===== src/rtl/frame_write_serializer.sv =====
// Buffers FMA_COUNT-wide batches of iteration counts and serialises them into one
// frame-buffer pixel write per cycle, with bank offset, clipping and drain-then-swap.
module frame_write_serializer #(
   parameter int unsigned FMA_COUNT  = 2,
   parameter int unsigned ITERS_BITS = 4,
   parameter int unsigned WIDTH      = 320,
   parameter int unsigned HEIGHT     = 160,
   parameter int unsigned FIFO_DEPTH = 4
) (
   input  logic                                   sys_clk_in,
   input  logic                                   rst_n_in,
   input  logic                                   batch_valid_in,
   output logic                                   batch_ready_out,
   input  logic [FMA_COUNT*ITERS_BITS-1:0]        batch_iters_in,
   input  logic [$clog2(WIDTH*HEIGHT)-1:0]        batch_addr_in,
   input  logic                                   swap_req_in,
   output logic                                   wr_valid_out,
   output logic [$clog2(2*WIDTH*HEIGHT)-1:0]      wr_addr_out,
   output logic [ITERS_BITS-1:0]                  wr_data_out,
   output logic                                   bank_out,
   output logic                                   swap_pending_out,
   output logic                                   swap_done_out,
   output logic [$clog2(WIDTH*HEIGHT+1)-1:0]      pixels_written_out,
   output logic [15:0]                            dropped_out
);

   localparam int unsigned FRAME = WIDTH * HEIGHT;
   localparam int unsigned IW    = FMA_COUNT * ITERS_BITS;
   localparam int unsigned AW    = $clog2(FRAME);
   localparam int unsigned BAW   = $clog2(2 * FRAME);
   localparam int unsigned PCW   = $clog2(FRAME + 1);
   localparam int unsigned LW    = (FMA_COUNT > 1) ? $clog2(FMA_COUNT) : 1;
   localparam int unsigned FW    = $clog2(FIFO_DEPTH);
   localparam int unsigned CW    = FW + 1;
   localparam logic [LW-1:0] LAST_LANE = LW'(FMA_COUNT - 1);

   typedef enum logic {SER_IDLE, SER_BUSY}    ser_state_t;
   typedef enum logic {SWAP_RUN, SWAP_DRAIN}  swap_state_t;

   ser_state_t  ser_state;
   swap_state_t swap_state;

   logic [IW+AW-1:0] fifo_mem [FIFO_DEPTH];
   logic [FW-1:0]    wr_ptr;
   logic [FW-1:0]    rd_ptr;
   logic [CW-1:0]    fifo_count;
   logic             fifo_full;
   logic             fifo_empty;
   logic             push;
   logic             pop;
   logic             lane_last;
   logic [IW+AW-1:0] fifo_head;

   logic [IW-1:0]    cur_iters;
   logic [31:0]      cur_pix;
   logic [LW-1:0]    lane_idx;

   assign fifo_full        = (fifo_count == CW'(FIFO_DEPTH));
   assign fifo_empty       = (fifo_count == '0);
   assign swap_pending_out = (swap_state == SWAP_DRAIN);
   assign batch_ready_out  = rst_n_in && !fifo_full && (swap_state == SWAP_RUN);
   assign push             = batch_valid_in && batch_ready_out;
   assign lane_last        = (ser_state == SER_BUSY) && (lane_idx == LAST_LANE);
   // Popping on the last lane keeps the pixel stream gap-free across batches.
   assign pop              = !fifo_empty && ((ser_state == SER_IDLE) || lane_last);
   assign fifo_head        = fifo_mem[rd_ptr];

   always_ff @(posedge sys_clk_in) begin
      if (push) fifo_mem[wr_ptr] <= {batch_iters_in, batch_addr_in};
   end

   always_ff @(posedge sys_clk_in or negedge rst_n_in) begin
      if (!rst_n_in) begin
         wr_ptr     <= '0;
         rd_ptr     <= '0;
         fifo_count <= '0;
      end else begin
         if (push) wr_ptr <= wr_ptr + FW'(1);
         if (pop)  rd_ptr <= rd_ptr + FW'(1);
         fifo_count <= fifo_count + CW'(push) - CW'(pop);
      end
   end

   always_ff @(posedge sys_clk_in or negedge rst_n_in) begin
      if (!rst_n_in) begin
         ser_state          <= SER_IDLE;
         swap_state         <= SWAP_RUN;
         cur_iters          <= '0;
         cur_pix            <= '0;
         lane_idx           <= '0;
         wr_valid_out       <= 1'b0;
         wr_addr_out        <= '0;
         wr_data_out        <= '0;
         bank_out           <= 1'b0;
         swap_done_out      <= 1'b0;
         pixels_written_out <= '0;
         dropped_out        <= '0;
      end else begin
         wr_valid_out  <= 1'b0;
         swap_done_out <= 1'b0;

         if (ser_state == SER_BUSY) begin
            if (cur_pix < FRAME) begin
               wr_valid_out       <= 1'b1;
               wr_addr_out        <= BAW'(cur_pix + (bank_out ? FRAME : 32'd0));
               wr_data_out        <= cur_iters[IW-1 -: ITERS_BITS];
               pixels_written_out <= pixels_written_out + PCW'(1);
            end else if (dropped_out != '1) begin
               dropped_out <= dropped_out + 16'd1;
            end
            cur_iters <= cur_iters << ITERS_BITS;
            cur_pix   <= cur_pix + 32'd1;
            lane_idx  <= lane_idx + LW'(1);
         end

         if (pop) begin
            ser_state <= SER_BUSY;
            cur_iters <= fifo_head[IW+AW-1:AW];
            cur_pix   <= 32'(fifo_head[AW-1:0]);
            lane_idx  <= '0;
         end else if (lane_last) begin
            ser_state <= SER_IDLE;
         end

         // Toggle only once nothing of the old frame is queued or in flight.
         if (swap_state == SWAP_RUN) begin
            if (swap_req_in) swap_state <= SWAP_DRAIN;
         end else if (fifo_empty && (ser_state == SER_IDLE)) begin
            swap_state         <= SWAP_RUN;
            bank_out           <= ~bank_out;
            pixels_written_out <= '0;
            swap_done_out      <= 1'b1;
         end
      end
   end

endmodule


===== config.mk =====
export PLATFORM = sky130hd
export DESIGN_NAME = frame_write_serializer
export DESIGN_NICKNAME = d
export VERILOG_FILES = /design/src/rtl/frame_write_serializer.sv
export SDC_FILE = /design/constraint.sdc
export NUM_CORES = 1
export LEC_CHECK = 0
export ABC_AREA = 1
export ABC_CLOCK_PERIOD_IN_PS = 2200
export CAP_MARGIN = 20
export CORE_MARGIN = 3
export CORE_UTILIZATION = 52
export CTS_CLUSTER_DIAMETER = 120
export DETAILED_ROUTE_END_ITERATION = 8
export PLACE_DENSITY = 0.76
export SLEW_MARGIN = 20
export SYNTH_ARGS = -nofsm -noshare
export SYNTH_HDL_FRONTEND = slang
export SYNTH_SLANG_ARGS = --single-unit
export TNS_END_PERCENT = 30

===== constraint.sdc =====
create_clock -name sys_clk_in -period 2.2 [get_ports sys_clk_in]
set_input_delay 0.22 -clock sys_clk_in [delete_from_list [all_inputs] [get_ports sys_clk_in]]
set_output_delay 0.22 -clock sys_clk_in [all_outputs]
set_load 0.01 [all_outputs]

==> out/results.ini <==
[outcome]
status=completed

[min_path]
hp-start=swap_req_in
worstHoldPathType=primary input to flop

[yosys]
syn_avg_cell_area_sq_um=9.44
ys_seq_area_share_pct=58.4
syn_area_sq_um=9480
syn-num-nets=1047
yosysTopAreaCell=edfxtp_1
synth.area.top_cells=edfxtp_1 30%, dfrtp_1 28%, nand2_1 9.1%, nor2_1 4.7%, inv_1 3.3%
synth_flop_cell=dfrtp_1
synth_seq_cells=202
ys_types=46
synth_common_cells=231 x nand2_1, 120 x nor2_1, 106 x dfrtp_1, 96 x edfxtp_1, 84 x inv_1
synth_edf_count=96
yosys_warnings=0
netlist_instances=1005
synth_top_area_share_pct=30.4
async_flop_share_pct=52.5
post-synth-top-count-cell=nand2_1

[die]
rows=48
core_area_sq_um=17600
ios=86
die_x_um=141
start_util_pct=53.9
die_area_sq_um=19900
chipHeight_um=141

[sta]
clock.fmax_mhz=482
final_max_slew_viol_count=0
rsz0062_at_grt=no
fin_setup_tns_ns=0
hold_violations=0
whs_ns=0.299
period_minus_slack_ns=2.08
setup_violations=0
period_share_pct=94.3
clock-skew-final_ns=0.00981
max_slew.worst_pin.slew_ns=0.781
max_slew_margin_pct=47.9

[placement]
gp_congestion=0.869
portBuffers=85
dpl_cell_area_sq_um=10600
detailed_place_hpwl_um=14100

[critical_path]
crit_path_end_kind=flop
critPathLaunchType=flop
required_ns=2.58
r2r_start=fifo_count[0]
arrival_ns=2.46
critPathMaxFanout=2
rrSetupSlack_ns=0.12
crit_type=flop to flop
crit_path_start=fifo_count[0]

[power]
power_leakage_uw=0.00460
p_switching_uw=5250
irDropWorstVdd_uv=791
power.total_uw=14100
p_comb_share_pct=37.0
intPower_uw=8810
seqPwrFrac_pct=37.1
power.share.clock_pct=25.9
switching_share_pct=37.3
power_density_nw_per_um2=1230

[global_routing]
grt_pass1_wl_um=35100
grt_pass1_vias=6939
overflow=0
grt_max_degree=62
antenna_found_initial=0
grt_usage_pct=21.4

[clocking]
cts_setup_buffers=0
cts_max_path_buffers=3
root_buffer=clkbuf_16
cts.sinks=202
cts_made_buffers=22
htreeDepth=1
cts_tree=built
clock_latency_ns=0.50
clk_pin_slew_worst_paths_ns=0.06

[finish]
fin_area_sq_um=11400
drive_gt1_share_pct=9.13
syn_to_final_growth_pct=20.1
nets=1143
final_util_pct=64.8
n_antenna_cell=0

[detailed_routing]
via_per_inst=5.48
drt-initial-drc-count=494
routed_wl_um=21300
wl_per_cell_um=15.9
drt_pass1_iterations=5
vias=7355
antenna_left=0
drc=0

[run]
max-cap-violations=0

-- layout by cell type, fill, tap and decap left out, types with 3 or more instances in the layout --
cell / instances
o21ai_1: 25
nand3b_1: 8
o21ai_0: 57
xor2_1: 17
nor2_2: 12
inv_2: 8
nand4_1: 14
ha_1: 13
o311ai_1: 4
clkbuf_16: 22
dfrtp_1: 106
clkinv_2: 4
a21oi_1: 42
inv_1: 84
nand3_1: 47
edfxtp_1: 96
a221o_1: 4
xnor2_1: 5
nand2_1: 230
clkbuf_1: 5
buf_4: 19
buf_12: 4
nand2_2: 3
clkdlybuf4s50_1: 84
nor3_1: 19
nor2_1: 115
a22oi_1: 6
a31oi_1: 4
nor2_4: 5
a21oi_2: 3
o22ai_1: 18
-- stage by stage --
step | cells | worst slack, ns
6_report | 1342 | 0.125
5_1_grt | 1342 | 0.00656
4_1_cts | 1342 | 0.0552
3_5_place_dp | 1301 | 0.0619
3_3_place_gp | 1301 | 0.172
2_1_floorplan | 1005 | -0.290
-- timing repair --
action,CTS,global route
hold endpoints to repair,60,0
setup endpoints to repair,0,1
resized for setup,0,5
hold buffers,1,0
-- area by class of cell --
class,count,area [sq um]
Inverter,92,345
Sequential cell,202,5540
Multi-Input combinational cell,675,3440
Fill cell,1398,6200
Clock buffer,29,597
Tap cell,225,282
Timing Repair Buffer,108,1070
Clock inverter,11,121
-- flip-flops by register name, indices dropped and copies added (netlist names) --
signal              count
fifo_mem               96
cur_pix                32
wr_addr_out            17
dropped_out            16
pixels_written_out     16
cur_iters               8
wr_data_out             4
fifo_count              3
rd_ptr                  2
wr_ptr                  2
bank_out                1
lane_idx                1
ser_state               1
swap_done_out           1
swap_pending_out        1
wr_valid_out            1
-- path summary, 6_finish.rpt --
check	cells after the start	endpoint
hold / removal	3	swap_pending_out
max in group asynchronous	4	dropped_out[3]
min in group asynchronous	3	pixels_written_out[2]
setup reg to reg	10	fifo_count[2]
setup / recovery	10	fifo_count[2]
hold reg to reg	2	wr_data_out[1]
-- worst max-delay path, stage by stage (launching register included) --
cell	delay (ns)
dfrtp_1	0.40
nor2_2	0.17
nand2_2	0.10
nand2_2	0.08
inv_2	0.04
ha_1	0.26
inv_1	0.05
ha_1	0.20
fa_2	0.36
xnor2_2	0.15
xor2_1	0.14
-- routing by layer --
layer / up-vias / share of wire [%] / wire, um / GRT usage [%]
met4: 0 / 2.0 / 432 / 5.56
met5: - / 0 / 0 / 0
li1: 3581 / - / - / -
met3: 44 / 6.5 / 1390 / 3.02
met1: 3450 / 45 / 9600 / 31.5
met2: 280 / 46 / 9880 / 34.0
-- kinds of logic (layout without fill, tap and decap cells) --
logic type / count (synthesis) / count (layout) / share of synthesized area, %
flip-flops: 202 / 202 / 58.4
XOR/XNOR: 23 / 23 / 2.12
buffers and inverters: 128 / 240 / 5.66
adder cells (fa/ha/maj): 14 / 14 / 1.93
AND/OR/NAND/NOR: 465 / 465 / 21.6
AO/OA/AOI/OAI: 173 / 173 / 10.4
-- power by group through the flow --
stage	registers [uW]	clock network [uW]	logic, uW
5_1_grt	5300	3860	5820
3_3_place_gp	5230	0	4960
4_1_cts	5200	3700	5180
6_report	5220	3640	5200
2_1_floorplan	5260	0	3310
3_5_place_dp	5260	0	5130
Note: power is estimated with default switching activity, not from simulation.
